`src/rtl/muldiv_unit.sv`:
```
// muldiv_unit -- iterative 32-bit multiply/divide unit with architectural HI/LO.
//
// Takes one operand bit per cycle. A shift-add multiply or a restoring divide
// runs for 32 cycles in CALC. One FIX cycle follows, which applies signs and
// writes HI/LO. MTHI/MTLO load HI/LO directly while the unit is idle.
//
// Ports:
//   clk       rising-edge clock
//   rst       asynchronous active-high reset
//   start     begin operation `op` on src_a/src_b (accepted only when idle)
//   op        00 MULTU, 01 MULT, 10 DIVU, 11 DIV
//   src_a     multiplicand / dividend, or MTHI/MTLO data
//   src_b     multiplier / divisor
//   wr_hi     MTHI: load src_a into HI (idle, no start)
//   wr_lo     MTLO: load src_a into LO (idle, no start)
//   busy      operation in progress
//   done      one-cycle pulse, HI/LO hold the new result
//   div_zero  with done: divide by zero was attempted, HI/LO unchanged
//   hi, lo    architectural HI/LO registers
module muldiv_unit (
  input  logic        clk,
  input  logic        rst,
  input  logic        start,
  input  logic [1:0]  op,
  input  logic [31:0] src_a,
  input  logic [31:0] src_b,
  input  logic        wr_hi,
  input  logic        wr_lo,
  output logic        busy,
  output logic        done,
  output logic        div_zero,
  output logic [31:0] hi,
  output logic [31:0] lo
);

  localparam int DATA_W = 32;

  typedef enum logic [1:0] {S_IDLE, S_CALC, S_FIX} state_t;

  state_t                    state;
  logic [4:0]                count;
  logic                      dz;

  // Datapath registers carry no reset; the FSM decides when they are valid.
  logic [2*DATA_W-1:0]       acc;
  logic [DATA_W-1:0]         mag_a;
  logic [DATA_W-1:0]         mag_b;
  logic                      is_div;
  logic                      neg_q;
  logic                      neg_r;

  logic signed [DATA_W-1:0]  a_s;
  logic signed [DATA_W-1:0]  b_s;
  logic                      a_neg;
  logic                      b_neg;
  logic                      b_zero;

  logic [DATA_W:0]           mul_sum;
  logic [2*DATA_W-1:0]       mul_next;
  logic [DATA_W:0]           div_shift;
  logic [DATA_W:0]           div_diff;
  logic [2*DATA_W-1:0]       div_next;
  logic [2*DATA_W-1:0]       prod;
  logic [DATA_W-1:0]         res_hi;
  logic [DATA_W-1:0]         res_lo;

  function automatic logic [DATA_W-1:0] neg32(input logic [DATA_W-1:0] v);
    return ~v + {{(DATA_W-1){1'b0}}, 1'b1};
  endfunction

  function automatic logic [2*DATA_W-1:0] neg64(input logic [2*DATA_W-1:0] v);
    return ~v + {{(2*DATA_W-1){1'b0}}, 1'b1};
  endfunction

  assign a_s    = src_a;
  assign b_s    = src_b;
  assign a_neg  = op[0] && (a_s < 0);
  assign b_neg  = op[0] && (b_s < 0);
  assign b_zero = (src_b == '0);
  assign busy   = (state != S_IDLE);

  // Multiply step: acc = {partial product, remaining multiplier bits}.
  // Add the multiplicand into the upper half when the current multiplier
  // bit is set, then shift the 65-bit {carry, acc} right by one.
  assign mul_sum  = {1'b0, acc[2*DATA_W-1:DATA_W]} +
                    {1'b0, (acc[0] ? mag_a : {DATA_W{1'b0}})};
  assign mul_next = {mul_sum, acc[DATA_W-1:1]};

  // Divide step: acc = {remainder, dividend bits / quotient bits}.
  // A 33-bit trial subtract is enough: its top bit is a correct borrow
  // because the shifted remainder is always below 2*divisor.
  assign div_shift = {acc[2*DATA_W-1:DATA_W], acc[DATA_W-1]};
  assign div_diff  = div_shift - {1'b0, mag_b};
  assign div_next  = div_diff[DATA_W] ?
                     {div_shift[DATA_W-1:0], acc[DATA_W-2:0], 1'b0} :
                     {div_diff[DATA_W-1:0],  acc[DATA_W-2:0], 1'b1};

  always_comb begin
    prod   = neg_q ? neg64(acc) : acc;
    res_hi = prod[2*DATA_W-1:DATA_W];
    res_lo = prod[DATA_W-1:0];
    if (is_div) begin
      res_lo = neg_q ? neg32(acc[DATA_W-1:0]) : acc[DATA_W-1:0];
      res_hi = neg_r ? neg32(acc[2*DATA_W-1:DATA_W]) : acc[2*DATA_W-1:DATA_W];
    end
  end

  // Operand capture at start, then one iteration per CALC cycle.
  always_ff @(posedge clk) begin
    if (state == S_IDLE && start) begin
      is_div <= op[1];
      neg_q  <= a_neg ^ b_neg;
      neg_r  <= a_neg;
      mag_a  <= a_neg ? neg32(src_a) : src_a;
      mag_b  <= b_neg ? neg32(src_b) : src_b;
      acc    <= {{DATA_W{1'b0}},
                 (op[1] ? (a_neg ? neg32(src_a) : src_a)
                        : (b_neg ? neg32(src_b) : src_b))};
    end else if (state == S_CALC) begin
      acc <= is_div ? div_next : mul_next;
    end
  end

  // Control FSM and the architectural HI/LO registers.
  always_ff @(posedge clk or posedge rst) begin
    if (rst) begin
      state    <= S_IDLE;
      count    <= '0;
      dz       <= 1'b0;
      done     <= 1'b0;
      div_zero <= 1'b0;
      hi       <= '0;
      lo       <= '0;
    end else begin
      done     <= 1'b0;
      div_zero <= 1'b0;
      case (state)
        S_IDLE: begin
          if (start) begin
            count <= 5'd31;
            dz    <= op[1] && b_zero;
            state <= (op[1] && b_zero) ? S_FIX : S_CALC;
          end else begin
            if (wr_hi) hi <= src_a;
            if (wr_lo) lo <= src_a;
          end
        end
        S_CALC: begin
          count <= count - 5'd1;
          if (count == 5'd0) state <= S_FIX;
        end
        S_FIX: begin
          done     <= 1'b1;
          div_zero <= dz;
          if (!dz) begin
            hi <= res_hi;
            lo <= res_lo;
          end
          state <= S_IDLE;
        end
        default: state <= S_IDLE;
      endcase
    end
  end

endmodule

```
`config.mk`:
```
export PLATFORM = sky130hd
export DESIGN_NAME = muldiv_unit
export DESIGN_NICKNAME = d
export VERILOG_FILES = /design/src/rtl/muldiv_unit.sv
export SDC_FILE = /design/constraint.sdc
export NUM_CORES = 1
export LEC_CHECK = 0
export CORE_MARGIN = 5
export CORE_UTILIZATION = 59
export CTS_CLUSTER_DIAMETER = 100
export DETAILED_ROUTE_END_ITERATION = 16
export GPL_TIMING_DRIVEN = 1
export PLACE_DENSITY = 0.81
export SYNTH_ARGS = -nofsm -noshare
export SYNTH_HDL_FRONTEND = slang
export SYNTH_SLANG_ARGS = --single-unit
```
`constraint.sdc`:
```
create_clock -name clk -period 5.5 [get_ports clk]
set_input_delay 1.1 -clock clk [delete_from_list [all_inputs] [get_ports clk]]
set_output_delay 1.1 -clock clk [all_outputs]
set_load 0.005 [all_outputs]
```
==> summary.md, run 1 <==
| Metric | Value |
|---|---|
| Seq/Total Area, Yosys | `35.81%` |
| Worst Reg-to-Reg Cells | `11` |
| CTS root buf | `clkbuf_16` |
| Area delta synth->final | `15.66%` |
| Met2 wire length | `roughly 23 mm` |
| Post-synth EDFFs | `99` |
| Post-route cell area | `approximately 0.018 mm2` |
| P per Cell Area | `582.3 mW/mm2` |
| Primary FF master, synth | `edfxtp_1` |
| Diode count | `0` |
| # port buffers | `about 140` |
| FMAX | `~230 MHz` |
| Startpoint Class | `register` |
| First-pass GRT wire length | `74.11 mm` |
| Peak supply drop | `0.3965 mV` |
| Clk_skew | `0.01072 ns` |
| Die area | `0.02919 mm2` |
| R2r setup slk | `between 1 and 1.5 ns` |
| Vias per cell | `roughly 6.5` |
| Req. time, crit path | `5.92 ns` |
| Mapped Nets | `1,897` |
| Wl on met1 | `18.63 mm` |
| ANT nets after route | `0` |
| Worst Path Arrival | `4.79 ns` |
| Max-slew violations | `0` |
| Fill cells | `2,043` |
| Max FO, Critical Path | `37` |
| Synthesized area | `~0.015 mm2` |
| Worst-Skew Late Latency | `0.53 ns` |
| CTS tree | `yes` |
| Initial DRC Count | `1,633` |
| Fin worst setup slack | `1.129 ns` |
| Setup Fix Bufs, Post-CTS | `0` |
| Detailed Routing Iterations Pass 1 | `6` |
| IO Count | `between 100 and 150` |
| Fin Setup TNS | `0 ns` |
| Cell variety after synth | `81` |
| Vias | `14,300` |
| Run status | `finished clean` |
| Placed insts | `2,146` |
| Sink Count | `205` |
| Wire per inst | `21.92 um` |
| DIE HEIGHT | `170.8 um` |
| Layout cells sized above 1 | `just over 5%` |
| Hold_sp | `hi[4]$_DFFE_PP0P_` |
| Slowest cell delay on critical path | `approximately 0.94 ns` |
| Layout net count | `around 2,000` |
| Setup-failing EPs final | `0` |
| Gate count of the mapped netlist | `1,754` |
| R2r endpoint | `acc[62]$_SDFFE_PP0P_` |
| Top sig layer | `met4` |
| Worst hold path class | `reg -> reg` |
| Dpl cell area | `0.01685 mm2` |
| Synth warn | `0` |
| Worst reg2reg startpoint | `acc[0]$_DFFE_PP_` |
| CP endpoint kind | `register` |
| RePlAce Congestion | `0.9658` |
| CTS Buf Count | `24` |
| CP delay by family, top | `compound AO/OA/AOI/OAI gates` |
| Post-synth ARST share | `36.10%` |
| Std cell rows | `58` |
| Crit-path slowest cell | `a2111oi_0` |
| Tcrit/Tclk final | `79.47%` |
| Final hold violation count | `0` |
| Post-route DRC | `0` |
| Routed wire length | `between 40 and 50 mm` |
| Worst Hold Depth | `2` |
| Met3 WL | `3.458 mm` |
| Leak pwr | `7.174 nW` |
| Hold WS | `0.4781 ns` |
| Buf+Inv Stages, Crit Path | `0` |
| Die W | `170.8 um` |
| Core area | `0.02533 mm2` |
| Worst-Margin Slew | `1.047 ns` |
| H-tree levels | `1` |
| Post-layout minimum cycle time | `about 4.4 ns` |
| Post-CTS resize count | `0` |
| Max cap viols | `0` |
| Non-Filler Instances | `2,191` |
| Maximum clock path buffer count | `3` |
| Place WS | `around 1.0 ns` |
| RSZ-0062 raised after global routing | `no` |
| Post-DP HPWL | `36.55 mm` |
| GRT overflow | `0` |
| Mean Syn Cell Area | `8.702 um2` |
| Initial antenna violation count | `0` |
| Largest net degree at the start of global routing | `65` |
| Number of global-route vias before repair | `13,940` |
| Seq cells post-synth | `approximately 210` |
| Critical Path, Cell by Cell | `and2_1 -> ha_1 -> a21oi_1 -> a2111oi_0 -> o21ai_1 -> a2111oi_0 -> nor2_1 -> a21oi_1 -> xnor2_1 -> nand2_1 -> a32o_1` |
| Clk pin slew, worst setup/hold paths | `0.06 ns` |
| All-layer global routing usage | `31.95%` |
| Slew margin rel. | `around 28%` |
| Crit Path Class | `reg -> reg` |
| Hold Path End | `hi[4]$_DFFE_PP0P_` |
| CTS Hold Bufs | `0` |
| Starting Density | `60.27%` |
## per-layer routing
layer	vias to the layer above	GRT usage, %
li1	6606	-
met4	0	15.81
met3	191	3.674
met5	-	0
met1	6785	40.54
met2	720	54.33
## logic make-up after synthesis
logic type      Yosys count  synth area share [%]
flops                   205                 35.81
simple gates            558                 18.74
compound gates          542                 22.54
fa+ha+maj                72                 6.001
mux                      47                 3.140
buf+inv                 160                 4.017
xor+xnor                170                 9.755
## how the worst max path moves through the flow
| stage | startpoint | end | slack, ns | depth (start not counted) |
|---|---|---|---|---|
| floorplan | start | acc[18]$_DFFE_PP_ | 1.32 | 5 |
| global placement | src_b[2] | acc[28]$_DFFE_PP_ | 1.16 | 10 |
| detailed placement | src_b[2] | acc[28]$_DFFE_PP_ | 1.04 | 10 |
| CTS | acc[0]$_DFFE_PP_ | acc[62]$_SDFFE_PP0P_ | 1.28 | 11 |
| global route | acc[0]$_DFFE_PP_ | acc[62]$_SDFFE_PP0P_ | 0.76 | 11 |
| finish | acc[0]$_DFFE_PP_ | acc[62]$_SDFFE_PP0P_ | 1.13 | 11 |
## cell usage in the layout, fill, tap and decap left out, types with 25 or more instances in the layout
cell             synthesis  final
o31ai_1                 31     31
dfrtp_1                 74     74
nand2_1                144    144
a211oi_1                39     39
a21o_1                  31     31
xor2_1                  89     89
a21oi_1                165    165
nand3_1                 26     26
edfxtp_1                99     99
dfxtp_1                 32     32
clkbuf_16                0     27
mux2i_1                 40     40
a31oi_1                 27     27
nor3_1                  37     37
o21ai_1                 25     25
clkdlybuf4s50_1          0    136
xnor2_1                 81     81
ha_1                    70     70
o21ai_0                102    102
and2_1                  49     49
inv_1                   63     61
nor2b_1                 39     38
nor2_1                 142    141
## worst register-to-register path: stages (launching register included)
cell and delay, ns:
edfxtp_1 0.79, and2_1 0.32, ha_1 0.34, a21oi_1 0.12, a2111oi_0 0.61, o21ai_1 0.27
a2111oi_0 0.94, nor2_1 0.19, a21oi_1 0.21, xnor2_1 0.13, nand2_1 0.07, a32o_1 0.27
## synthesized netlist by cell type (all sizes together), types with 13 or more instances
master / n / area [um2]
o21a: 13 / 97.59
nand3: 26 / 130.1
buf: 15 / 68.82
a21o: 31 / 232.7
xor2: 89 / 779.5
a211oi: 39 / 292.8
mux2i: 40 / 400.4
clkbuf: 81 / 304.0
or4: 13 / 97.59
o22ai: 13 / 81.33
inv: 63 / 236.5
o31ai: 31 / 232.7
or3: 17 / 121.4
and2: 49 / 306.5
nor4: 18 / 163.9
nor2: 142 / 533.0
a21oi: 165 / 825.8
a31oi: 27 / 168.9
edfxtp: 99 / 2973
nor2b: 39 / 244.0
ha: 70 / 875.8
nand2: 144 / 540.5
dfxtp: 32 / 640.6
and3: 14 / 87.58
dfrtp: 74 / 1852
o21ai: 127 / 635.6
xnor2: 81 / 709.4
nand2b: 13 / 88.83
nor3: 37 / 185.2
## flip-flops by register name (all words and copies together) (netlist names)
name,count
acc,64
hi,32
lo,32
mag_a,32
mag_b,32
count,5
state,2
div_zero,1
done,1
dz,1
is_div,1
neg_q,1
neg_r,1
## power by group
part / switching (mW) / internal (mW)
clock network: 0.672 / 0.946
logic: 3.06 / 2.48
registers: 0.818 / 2.30
## stage by stage
step | util (%) | total power [mW]
3_5_place_dp | 66.54 | 8.554
6_report | 69.70 | 10.28
4_1_cts | 69.67 | 10.20
5_1_grt | 69.70 | 10.95
2_1_floorplan | - | 6.713
3_3_place_gp | 66.54 | 8.409
## final cells by class
| class | count | area [um2] | area share, % |
|---|---|---|---|
| multi-input combinational | 1389 | 9208 | 52.16 |
| sequential | 205 | 5465 | 30.96 |
| timing repair buffer | 159 | 1531 | 8.675 |
| clock buffer | 34 | 701.9 | 3.976 |
| tap | 330 | 412.9 | 2.339 |
| inverter | 64 | 242.7 | 1.375 |
| clock inverter | 10 | 91.34 | 0.5174 |
Note: power is estimated with default switching activity, not from simulation.
==> run 2, diff against run 1 <==
--- a/config.mk
+++ b/config.mk
@@ -6,11 +6,11 @@
 export NUM_CORES = 1
 export LEC_CHECK = 0
 export CORE_MARGIN = 5
-export CORE_UTILIZATION = 59
+export CORE_UTILIZATION = 54
 export CTS_CLUSTER_DIAMETER = 100
 export DETAILED_ROUTE_END_ITERATION = 16
 export GPL_TIMING_DRIVEN = 1
-export PLACE_DENSITY = 0.81
+export PLACE_DENSITY = 0.79
 export SYNTH_ARGS = -nofsm -noshare
 export SYNTH_HDL_FRONTEND = slang
 export SYNTH_SLANG_ARGS = --single-unit
==> constraint.sdc (replaced) <==
create_clock -name clk -period 3.62 [get_ports clk]
set_input_delay 0.724 -clock clk [delete_from_list [all_inputs] [get_ports clk]]
set_output_delay 0.724 -clock clk [all_outputs]
set_load 0.005 [all_outputs]
==> summary.md, run 2 (synthesis gave the netlist of run 1 again) <==
| Metric | Value |
|---|---|
| DIE HEIGHT | `178.1 um (+4.3%)` |
| Largest Register | `acc` |
| Die W | `178.1 um (+4.3%)` |
| Layout net count | `2,079 (+4.7%)` |
| Wire per inst | `21.41 um (-2.3%)` |
| Worst hold path class | `reg -> reg` |
| RePlAce Congestion | `0.9783 (+1.3%)` |
| Vias per cell | `6.299 (-3.5%)` |
| Sw Share | `43.10% (-1.1 points)` |
| Clk_skew | `0.01373 ns (+0.003007 ns)` |
| CTS Buf Count | `25 (+4.2%)` |
| Vias | `14,690 (+2.7%)` |
| Commonest non-fill, non-tap cell in the layout | `a21oi_1` |
| FMAX | `288.1 MHz (+26%)` |
| Pint | `9.490 mW (+66%)` |
| All-layer global routing usage | `30.50% (-1.4 points)` |
| Peak supply drop | `0.4209 mV (+6.1%)` |
| Max FO, Critical Path | `9 (-76%)` |
| Slew margin rel. | `25.54% (-2.9 points)` |
| Number of global-route vias before repair | `14,150 (+1.5%)` |
| Placed insts | `2,284 (+6.4%)` |
| Worst Path Arrival | `3.91 ns (-0.88 ns)` |
| Clk network pwr share | `16.1% (+0.4 points)` |
| Hold WS | `0.4820 ns (+0.003892 ns)` |
| CP endpoint kind | `register` |
| Sink Count | `205 (unchanged)` |
| H-tree levels | `1 (unchanged)` |
| Fill cells | `2,271 (+11%)` |
| Switching pwr | `7.189 mW (+58%)` |
| Leak pwr | `7.676 nW (+7.0%)` |
| Largest net degree at the start of global routing | `75 (+15%)` |
| Run status | `finished clean` |
| CTS root buf | `clkbuf_16` |
| Die area | `0.03173 mm2 (+8.7%)` |
| Worst-Skew Late Latency | `0.53 ns (about the same)` |
| Worst-Margin Slew | `1.113 ns (+0.06581 ns)` |
| Initial DRC Count | `1,845 (+13%)` |
| P per Cell Area | `899.6 mW/mm2 (+54%)` |
| CTS tree | `yes` |
| Req. time, crit path | `4.06 ns (-1.86 ns)` |
| Post-layout minimum cycle time | `3.471 ns (-0.9006 ns)` |
| Crit Path Class | `reg -> reg` |
| IO Count | `138 (unchanged)` |
| Routed wire length | `49.93 mm (+4.0%)` |
| Post-DP HPWL | `38.00 mm (+4.0%)` |
| Setup-failing EPs final | `0 (unchanged)` |
| # port buffers | `137 (unchanged)` |
| Layout cells sized above 1 | `10.08% (+4.9 points)` |
| Layout Utilization | `66.55% (-3.1 points)` |
| ANT nets after route | `0 (unchanged)` |
| Core area | `0.02786 mm2 (+10%)` |
| Max reg flops | `64 (unchanged)` |
| Maximum clock path buffer count | `3 (unchanged)` |
| Startpoint Class | `register` |
| Non-Filler Instances | `2,332 (+6.4%)` |
| Initial antenna violation count | `0 (unchanged)` |
| Final hold violation count | `0 (unchanged)` |
| Max-slew violations | `0 (unchanged)` |
| GRT overflow | `0 (unchanged)` |
| First-pass GRT wire length | `76.62 mm (+3.4%)` |
| Fin Setup TNS | `0 ns (unchanged)` |
| Detailed Routing Iterations Pass 1 | `5 (-1)` |
| Tcrit/Tclk final | `95.87% (+16 points)` |
| Max cap viols | `0 (unchanged)` |
| Diode count | `0 (unchanged)` |
| Reg power frac | `25.7% (-4.7 points)` |
| Combinational share of power | `58.2% (+4.3 points)` |
| Std cell rows | `61 (+5.2%)` |
| Clk pin slew, worst setup/hold paths | `0.06 ns (about the same)` |
| Most frequent cells in the layout | `164 x a21oi_1, 144 x nand2_1, 141 x nor2_1, 136 x clkdlybuf4s50_1, 112 x buf_4` |
| Starting Density | `54.79% (-5.5 points)` |
| Post-route DRC | `0 (unchanged)` |
| Area delta synth->final | `21.47%` |
==> run 2: cell count changes in the layout (fill, tap and decap cells not counted), sizes merged <==
cell | before | now
buf | 23 | 115
inv | 67 | 64
bufinv | 1 | 3
clkbuf | 34 | 35
clkinvlp | 1 | 2
==> run 2: final timing paths <==
check | start | endpoint | slack (ns) | depth (start not counted)
max | acc[3]$_DFFE_PP_ | hi[29]$_DFFE_PP0P_ | 0.15 | 11
min | lo[8]$_DFFE_PP0P_ | lo[8]$_DFFE_PP0P_ | 0.48 | 1
max reg2reg | acc[3]$_DFFE_PP_ | hi[29]$_DFFE_PP0P_ | 0.15 | 11
min reg2reg | lo[8]$_DFFE_PP0P_ | lo[8]$_DFFE_PP0P_ | 0.48 | 1
max in group asynchronous | rst | lo[1]$_DFFE_PP0P_ | 2.20 | 3
min in group asynchronous | rst | hi[26]$_DFFE_PP0P_ | 0.81 | 3
==> run 2: worst max-delay path, stage by stage (launching register included) <==
cell      delay (ns)
edfxtp_1        0.47
or4_1           0.65
nor4_2          0.27
buf_4           0.19
nand4_1         0.12
or3_1           0.42
buf_4           0.17
nand2_1         0.29
o21ai_0         0.18
xor2_1          0.33
nand2_1         0.10
a31oi_1         0.19
==> run 2: stage by stage <==
stage / power (mW) / cell area, um2 / worst slack [ns]
2_1_floorplan: 10.19 / 15260 / 0.3340
3_3_place_gp: 13.40 / 17590 / -0.2748
3_5_place_dp: 13.64 / 17590 / -0.3423
4_1_cts: 16.38 / 18460 / 0.02689
5_1_grt: 17.71 / 18540 / -0.005471
6_report: 16.68 / 18540 / 0.1495
==> run 2: power groups by stage <==
stage / logic [mW] / clock network (mW) / registers [mW]
final: 9.71 / 2.68 / 4.29
after floorplan: 5.93 / 0 / 4.26
after detailed placement: 9.32 / 0 / 4.31
after CTS: 9.41 / 2.69 / 4.28
after global routing: 10.5 / 2.79 / 4.39
after global placement: 9.11 / 0 / 4.30
==> run 2: area by class of cell <==
type,count,area (um2),area share (%)
clock buffers,35,735.7,3.968
clock inverters,10,132.6,0.7153
inverters,64,242.7,1.309
multi-input cells,1389,9244,49.86
flip-flops and latches,205,5465,29.48
well taps,378,473.0,2.551
repair buffers,251,2247,12.12
==> run 2: timing repair <==
| item | 4_1_cts | 5_1_grt |
|---|---|---|
| setup buffers | 0 | 3 |
| endpoints found under the setup margin | 0 | 34 |
| resized for setup | 0 | 10 |
| hold buffers | 0 | 0 |
==> run 2: layer usage <==
metal  part of all wire (%)  vias up  track usage (%)
li1                       -     6783                -
met1                     40     6956            39.00
met2                     48      778            51.56
met3                    7.7      172            4.451
met4                    5.1        0            13.25
met5                      0        -                0
